## src/rtl/avalon_io_responder_pkg.sv

```systemverilog
// Shared types for the Avalon IO responder: controller states, lane index and open-bus default.

package avalon_io_responder_pkg;

   typedef enum logic {
      StIdle = 1'b0,
      StXfer = 1'b1
   } state_e;

   typedef logic [1:0] lane_t;

   localparam logic [7:0] OPEN_BUS_BYTE_DEFAULT = 8'hFF;

endpackage

```

## src/rtl/avalon_io_responder_if.sv

```systemverilog
// Avalon IO slave bus plus the byte-wide peripheral port bus seen by the responder.

interface avalon_io_responder_if;

   logic [15:0] avalon_io_address;
   logic [3:0]  avalon_io_byteenable;
   logic        avalon_io_read;
   logic        avalon_io_write;
   logic [31:0] avalon_io_writedata;
   logic        avalon_io_waitrequest;
   logic [31:0] avalon_io_readdata;
   logic        avalon_io_readdatavalid;

   logic [15:0] port_address;
   logic        port_read;
   logic        port_write;
   logic [7:0]  port_writedata;
   logic [7:0]  port_readdata;
   logic        port_ack;
   logic        io_timeout;

   modport slave (
      input  avalon_io_address, avalon_io_byteenable, avalon_io_read, avalon_io_write,
      input  avalon_io_writedata, port_readdata, port_ack,
      output avalon_io_waitrequest, avalon_io_readdata, avalon_io_readdatavalid,
      output port_address, port_read, port_write, port_writedata, io_timeout
   );

   modport master (
      output avalon_io_address, avalon_io_byteenable, avalon_io_read, avalon_io_write,
      output avalon_io_writedata, port_readdata, port_ack,
      input  avalon_io_waitrequest, avalon_io_readdata, avalon_io_readdatavalid,
      input  port_address, port_read, port_write, port_writedata, io_timeout
   );

endinterface

```

## src/rtl/io_lane_pick.sv

```systemverilog
// Lowest-set-bit priority encoder: selects the next byte lane still pending in the mask.

module io_lane_pick
   import avalon_io_responder_pkg::*;
(
   input  logic [3:0] i_mask,
   output lane_t      o_lane,
   output logic       o_any
);

   always_comb begin
      o_lane = 2'd0;
      if (i_mask[0]) begin
         o_lane = 2'd0;
      end else if (i_mask[1]) begin
         o_lane = 2'd1;
      end else if (i_mask[2]) begin
         o_lane = 2'd2;
      end else if (i_mask[3]) begin
         o_lane = 2'd3;
      end
   end

   assign o_any = |i_mask;

endmodule

```

## src/rtl/avalon_io_responder.sv

```systemverilog
// Avalon-MM IO responder: splits 32-bit accesses into ascending byte accesses on the port bus,
// with per-byte ack timeout and open-bus fill for missing or disabled read lanes.

module avalon_io_responder
   import avalon_io_responder_pkg::*;
#(
   parameter int unsigned TIMEOUT_CYCLES = 32,
   parameter logic [7:0]  OPEN_BUS_BYTE  = OPEN_BUS_BYTE_DEFAULT
) (
   input logic                  clk,
   input logic                  rst,
   avalon_io_responder_if.slave bus
);

   localparam int unsigned      CNT_W         = $clog2(TIMEOUT_CYCLES);
   localparam logic [CNT_W-1:0] CNT_LAST      = CNT_W'(TIMEOUT_CYCLES - 1);
   localparam logic [31:0]      OPEN_BUS_WORD = {4{OPEN_BUS_BYTE}};

   state_e           r_state, w_state_next;
   logic [3:0]       r_mask, w_mask_next;
   logic [13:0]      r_addr, w_addr_next;
   logic [31:0]      r_wdata, w_wdata_next;
   logic [31:0]      r_rbuf, w_rbuf_next;
   logic             r_is_read, w_is_read_next;
   logic             r_port_read, w_port_read_next;
   logic             r_port_write, w_port_write_next;
   logic [CNT_W-1:0] r_cnt, w_cnt_next;
   logic             r_rdvalid, w_rdvalid_next;
   logic             r_timeout, w_timeout_next;

   lane_t            w_lane;
   logic             w_any;
   logic             w_strobe;
   logic             w_byte_done;
   logic [3:0]       w_mask_left;
   logic             w_unused_addr;

   io_lane_pick u_lane_pick (
      .i_mask (r_mask),
      .o_lane (w_lane),
      .o_any  (w_any)
   );

   assign w_strobe      = r_port_read | r_port_write;
   assign w_mask_left   = r_mask & ~(4'b0001 << w_lane);
   assign w_unused_addr = ^bus.avalon_io_address[1:0];

   always_comb begin
      w_state_next      = r_state;
      w_mask_next       = r_mask;
      w_addr_next       = r_addr;
      w_wdata_next      = r_wdata;
      w_rbuf_next       = r_rbuf;
      w_is_read_next    = r_is_read;
      w_port_read_next  = r_port_read;
      w_port_write_next = r_port_write;
      w_cnt_next        = r_cnt;
      w_rdvalid_next    = 1'b0;
      w_timeout_next    = 1'b0;
      w_byte_done       = 1'b0;

      case (r_state)
         StIdle: begin
            // Write has priority when both requests are raised together.
            if (bus.avalon_io_write || bus.avalon_io_read) begin
               w_addr_next    = bus.avalon_io_address[15:2];
               w_mask_next    = bus.avalon_io_byteenable;
               w_wdata_next   = bus.avalon_io_writedata;
               w_rbuf_next    = OPEN_BUS_WORD;
               w_is_read_next = ~bus.avalon_io_write;
               w_cnt_next     = '0;
               if (|bus.avalon_io_byteenable) begin
                  w_state_next      = StXfer;
                  w_port_write_next = bus.avalon_io_write;
                  w_port_read_next  = ~bus.avalon_io_write;
               end else begin
                  w_rdvalid_next = ~bus.avalon_io_write;
               end
            end
         end

         StXfer: begin
            if (w_strobe) begin
               if (bus.port_ack) begin
                  w_byte_done = 1'b1;
                  if (r_is_read) begin
                     w_rbuf_next[{w_lane, 3'b000} +: 8] = bus.port_readdata;
                  end
               end else if (r_cnt == CNT_LAST) begin
                  w_byte_done    = 1'b1;
                  w_timeout_next = 1'b1;
               end else begin
                  w_cnt_next = r_cnt + 1'b1;
               end

               if (w_byte_done) begin
                  w_mask_next       = w_mask_left;
                  w_cnt_next        = '0;
                  w_port_read_next  = 1'b0;
                  w_port_write_next = 1'b0;
                  if (w_mask_left == 4'b0000) begin
                     w_state_next   = StIdle;
                     w_rdvalid_next = r_is_read;
                  end
               end
            end else if (w_any) begin
               // Gap cycle over: raise the strobe for the next pending lane.
               w_port_read_next  = r_is_read;
               w_port_write_next = ~r_is_read;
            end else begin
               w_state_next = StIdle;
            end
         end

         default: w_state_next = StIdle;
      endcase
   end

   always_ff @(posedge clk) begin
      if (rst) begin
         r_state      <= StIdle;
         r_mask       <= 4'b0000;
         r_addr       <= '0;
         r_wdata      <= '0;
         r_rbuf       <= 32'hFFFF_FFFF;
         r_is_read    <= 1'b0;
         r_port_read  <= 1'b0;
         r_port_write <= 1'b0;
         r_cnt        <= '0;
         r_rdvalid    <= 1'b0;
         r_timeout    <= 1'b0;
      end else begin
         r_state      <= w_state_next;
         r_mask       <= w_mask_next;
         r_addr       <= w_addr_next;
         r_wdata      <= w_wdata_next;
         r_rbuf       <= w_rbuf_next;
         r_is_read    <= w_is_read_next;
         r_port_read  <= w_port_read_next;
         r_port_write <= w_port_write_next;
         r_cnt        <= w_cnt_next;
         r_rdvalid    <= w_rdvalid_next;
         r_timeout    <= w_timeout_next;
      end
   end

   assign bus.avalon_io_waitrequest   = (r_state != StIdle);
   assign bus.avalon_io_readdata      = r_rbuf;
   assign bus.avalon_io_readdatavalid = r_rdvalid;
   assign bus.port_address            = {r_addr, w_lane};
   assign bus.port_read               = r_port_read;
   assign bus.port_write              = r_port_write;
   assign bus.port_writedata          = r_wdata[{w_lane, 3'b000} +: 8];
   assign bus.io_timeout              = r_timeout;

endmodule

```

## src/flat_wrapper.sv

```systemverilog
// flat-port wrapper written by rule: the top's interface ports become plain ports
module avalon_io_responder_flat import avalon_io_responder_pkg::*;
#(
   parameter int unsigned TIMEOUT_CYCLES = 32,
   parameter logic [7:0]  OPEN_BUS_BYTE  = OPEN_BUS_BYTE_DEFAULT
)
  (clk, rst, bus_avalon_io_address, bus_avalon_io_byteenable, bus_avalon_io_read, bus_avalon_io_write, bus_avalon_io_writedata, bus_port_readdata, bus_port_ack, bus_avalon_io_waitrequest, bus_avalon_io_readdata, bus_avalon_io_readdatavalid, bus_port_address, bus_port_read, bus_port_write, bus_port_writedata, bus_io_timeout);
  avalon_io_responder_if bus_i ();
  input logic clk;
  input logic rst;
  input wire logic [$bits(bus_i.avalon_io_address)-1:0] bus_avalon_io_address;
  input wire logic [$bits(bus_i.avalon_io_byteenable)-1:0] bus_avalon_io_byteenable;
  input wire logic [$bits(bus_i.avalon_io_read)-1:0] bus_avalon_io_read;
  input wire logic [$bits(bus_i.avalon_io_write)-1:0] bus_avalon_io_write;
  input wire logic [$bits(bus_i.avalon_io_writedata)-1:0] bus_avalon_io_writedata;
  input wire logic [$bits(bus_i.port_readdata)-1:0] bus_port_readdata;
  input wire logic [$bits(bus_i.port_ack)-1:0] bus_port_ack;
  output wire logic [$bits(bus_i.avalon_io_waitrequest)-1:0] bus_avalon_io_waitrequest;
  output wire logic [$bits(bus_i.avalon_io_readdata)-1:0] bus_avalon_io_readdata;
  output wire logic [$bits(bus_i.avalon_io_readdatavalid)-1:0] bus_avalon_io_readdatavalid;
  output wire logic [$bits(bus_i.port_address)-1:0] bus_port_address;
  output wire logic [$bits(bus_i.port_read)-1:0] bus_port_read;
  output wire logic [$bits(bus_i.port_write)-1:0] bus_port_write;
  output wire logic [$bits(bus_i.port_writedata)-1:0] bus_port_writedata;
  output wire logic [$bits(bus_i.io_timeout)-1:0] bus_io_timeout;
  assign bus_i.avalon_io_address = bus_avalon_io_address;
  assign bus_i.avalon_io_byteenable = bus_avalon_io_byteenable;
  assign bus_i.avalon_io_read = bus_avalon_io_read;
  assign bus_i.avalon_io_write = bus_avalon_io_write;
  assign bus_i.avalon_io_writedata = bus_avalon_io_writedata;
  assign bus_i.port_readdata = bus_port_readdata;
  assign bus_i.port_ack = bus_port_ack;
  assign bus_avalon_io_waitrequest = bus_i.avalon_io_waitrequest;
  assign bus_avalon_io_readdata = bus_i.avalon_io_readdata;
  assign bus_avalon_io_readdatavalid = bus_i.avalon_io_readdatavalid;
  assign bus_port_address = bus_i.port_address;
  assign bus_port_read = bus_i.port_read;
  assign bus_port_write = bus_i.port_write;
  assign bus_port_writedata = bus_i.port_writedata;
  assign bus_io_timeout = bus_i.io_timeout;
  avalon_io_responder #(.TIMEOUT_CYCLES(TIMEOUT_CYCLES), .OPEN_BUS_BYTE(OPEN_BUS_BYTE)) u_core (.clk(clk), .rst(rst), .bus(bus_i));
endmodule
```

## config.mk

```make
export PLATFORM = sky130hd
export DESIGN_NAME = avalon_io_responder_flat
export DESIGN_NICKNAME = d
export VERILOG_FILES = /design/src/rtl/avalon_io_responder_pkg.sv /design/src/rtl/avalon_io_responder_if.sv /design/src/rtl/io_lane_pick.sv /design/src/rtl/avalon_io_responder.sv /design/src/flat_wrapper.sv
export SDC_FILE = /design/constraint.sdc
export NUM_CORES = 1
export LEC_CHECK = 0
export CAP_MARGIN = 20
export CORE_MARGIN = 3
export CORE_UTILIZATION = 66
export DETAILED_ROUTE_END_ITERATION = 7
export DONT_BUFFER_PORTS = 1
export GPL_TIMING_DRIVEN = 0
export MAX_ROUTING_LAYER = met4
export PLACE_DENSITY = 0.87
export SYNTH_ARGS = -nofsm -noshare
export SYNTH_HDL_FRONTEND = slang
export SYNTH_SLANG_ARGS = --single-unit
```

## constraint.sdc

```tcl
create_clock -name clk -period 5.7 [get_ports clk]
set_clock_uncertainty 0.15 [all_clocks]
set_input_delay 0.855 -clock clk [delete_from_list [all_inputs] [get_ports clk]]
set_output_delay 0.855 -clock clk [all_outputs]
set_load 0.1 [all_outputs]
```

==> key figures <==
Logic synthesis
  • Ys async rst share: 0%
  • Synth Area in Adders: about 2.3%
  • Synth unique cells: 42
  • Top post-synthesis cells by area: dfxtp_1 (48%), nand2_1 (11%), a21oi_1 (7.5%)
  • Main synth FF type: dfxtp_1
  • Largest family of logic cells by synthesized area: compound AO/OA/AOI/OAI gates
  • Post-synthesis simple-gate area fraction: 20.4%
  • Top cells by count, synth: nand2_1 (119), dfxtp_1 (93), a21oi_1 (58)
  • Synth top area share: a little under half
  • Sequential fraction of the synthesis area: a little under half
  • Register bit count reported by yosys: between 90 and 100
  • Cell count after synthesis: 440
  • Synth warnings: 0
  • Syn Nets: slightly above 500
  • Post-Synthesis Cell Area: roughly 3900 sq um
  • Mux contribution to synthesized area: under 10%
  • Number of enable flip-flop cells after synthesis: 0
  • Post-synthesis compound-gate area fraction: around a fifth
  • Yosys top cell by area: dfxtp_1
  • Avg Cell Area, Syn: approximately 8.8 sq um
  • Count leader, synth: nand2_1
  • Post-Synth XOR/XNOR Area: 0%

Place
  • HPWL Detailed: 7.01 mm
  • Buffers on Ports: 0
  • Setup slack after placement: 2.51 ns
  • RD Place Congestion: 0.912

Setup path
  • Reg2reg path depth: 10
  • Reg-to-Reg Start: u_core.r_mask[2]$_SDFFE_PP0P_
  • Crit Path Max Fanout: 12
  • Worst EP arrival: around 2.3 ns
  • Required @ worst endpoint: approximately 4.7 ns
  • CP Launch Type: flop
  • Setup CP Type: flop to primary output
  • CP Capture Point: bus_port_writedata[1]
  • Worst setup EP type: primary output
  • Worst r2r dst: u_core.bus.avalon_io_readdata[29]$_SDFFE_PP1P_
  • Crit path from: u_core.r_mask[0]$_SDFFE_PP0P_
  • Worst reg2reg setup slack: ~2.5 ns

Floorplanning
  • Ports: approximately 130
  • Die area: 6860 sq um
  • Die Span X: around 83 um
  • Row count: 27
  • Core region area: around 5600 sq um
  • Initial core utilization: between 60% and 70%
  • Die Height: 82.8 um

Global routing
  • Gr usage total: between 30% and 40%
  • First-pass GRT wire length: 15.2 mm
  • Vias in the first global route: about 3.2k
  • Initial antenna violation count: 0
  • Pin count of the biggest net entering global routing: 17
  • Overflow after GRT: 0

Run
  • Total of max-cap violations: 0

Route
  • Vias: 3303
  • 1st-iter DRT viols: 231
  • Wire per inst: approximately 19 um
  • Via density: around 6.2
  • Drt pass-1 iters: 5
  • Antenna viol nets, final: 0
  • Total Wirelength: around 10 mm
  • Remaining DRCs: 0

Timing
  • Fin crit period: 3.31 ns
  • Period utilisation layout: between 50% and 60%
  • Max Slew Vio Count: 0
  • Tightest Pin Transition: between 1 and 1.5 ns
  • Slew HR: roughly 28%
  • Final hold vios: 0
  • RSZ-0062 raised after global routing: no
  • Final worst slack: around 2.4 ns
  • Setup violators final: 0
  • Setup TNS: 0 ns
  • Max Freq: 302 MHz

Min path
  • Hold WC Path Type: flop to flop

Outcome
  • Status: complete, no violations

Clocking
  • Number of buffers created by CTS: 9
  • Postcts setup bufs: 0
  • Sink Count: 93
  • CTS tree: done
  • Clock Path Buffers: 2
  • Clock slew at reported path FFs: ~0.090 ns
  • Worst skew pair latency: 0.37 ns
  • PostCTS Resize Cnt: 0
  • Clock H-tree levels: 3
  • Cts hold-fix bufs: 0
  • Root buf cell: clkbuf_8

Pwr
  • VDD IR max: roughly 0.3 mV
  • Pwr dens: roughly 380 nW/um^2
  • Leak: approximately 1.6 nW

Finish
  • Fillers: roughly 420
  • Diode count: 0
  • NumNets Final: 524
  • Layout cell share with drive strength beyond 1: about 12%
  • Area growth, synth to finish: 8.13%
==> routing by layer <==
metal / share of wire, % / up-vias / wire, um / track usage [%]
met3: 11 / 20 / 1070 / 10.9
met2: 49 / 165 / 4880 / 48.7
met4: 1.7 / 0 / 165 / 10.3
met5: 0 / - / 0 / -
met1: 38 / 1565 / 3780 / 35.7
li1: - / 1553 / - / -
==> critical path, cell delays in order (launching register included) <==
cell	delay, ns
dfxtp_1	0.41
nor3_1	0.22
buf_4	0.45
mux4_2	0.85
==> registers in the layout (all words and copies together) (netlist names), 4 cells and up <==
name / cells
u_core.r_addr: 14
u_core.bus.avalon_io_readdata: 32
u_core.r_mask: 4
u_core.r_wdata: 32
u_core.r_cnt: 5
==> cell usage in the layout, fill, tap and decap left out, types with 4 or more instances in the layout <==
master,Yosys,final
a21oi_1,58,58
clkbuf_8,0,9
a21o_1,4,4
nand3_1,20,20
mux4_2,8,8
nand2_1,119,119
and2_1,6,6
o21ai_0,4,4
clkbuf_1,12,13
nor3_1,6,6
dfxtp_1,93,93
nor2_1,8,8
nand2b_1,7,7
buf_2,15,15
a2bb2oi_1,32,32
inv_1,5,5
ha_1,7,7
==> final cells by class <==
class	instances	area, sq um	area share, %
Multi-Input combinational cell	312	1880	44.6
Clock buffer	10	128	3.03
Inverter	7	26.3	0.624
Timing Repair Buffer	1	27.5	0.654
Tap cell	72	90.1	2.14
Sequential cell	93	1860	44.2
Clock inverter	6	71.3	1.69
Buffer	28	128	3.03
==> logic make-up (layout without fill, tap and decap cells) <==
kind of cell	after synthesis	in the layout
and+or+nand+nor	179	179
AOI/OAI and AO/OA	116	116
DFF	93	93
buffers and inverters	35	52
muxes	10	10
adders and majority gates	7	7
==> metrics by stage <==
step                      instances  hold WS [ns]  util, %  total power, W  cell area [sq um]
after global routing            529         0.320     75.1         0.00165               4210
final                           529         0.307     75.1         0.00159               4210
after floorplan                 440         0.283        -         0.00109               3890
after global placement          512         0.289     71.0         0.00114               3980
after detailed placement        513         0.295     71.5         0.00116               4010
after CTS                       529         0.307     75.1         0.00159               4210
==> where the power goes <==
group	internal, W	total [W]	switching (W)
logic	0.000102	0.000348	0.000246
registers	0.000685	0.000797	0.000112
clock network	0.000207	0.000449	0.000242
==> worst min path at each step <==
stage | from | endpoint | slack, ns | cells after the start
floorplan | u_core.r_wdata[0]$_SDFFE_PP0P_ | u_core.r_wdata[0]$_SDFFE_PP0P_ | 0.28 | 2
global placement | u_core.r_wdata[12]$_SDFFE_PP0P_ | u_core.r_wdata[12]$_SDFFE_PP0P_ | 0.29 | 2
detailed placement | u_core.r_wdata[5]$_SDFFE_PP0P_ | u_core.r_wdata[5]$_SDFFE_PP0P_ | 0.30 | 2
CTS | u_core.r_wdata[5]$_SDFFE_PP0P_ | u_core.r_wdata[5]$_SDFFE_PP0P_ | 0.31 | 2
global route | u_core.r_wdata[5]$_SDFFE_PP0P_ | u_core.r_wdata[5]$_SDFFE_PP0P_ | 0.32 | 2
finish | u_core.r_wdata[5]$_SDFFE_PP0P_ | u_core.r_wdata[5]$_SDFFE_PP0P_ | 0.31 | 2
Note: power is estimated with default switching activity, not from simulation.
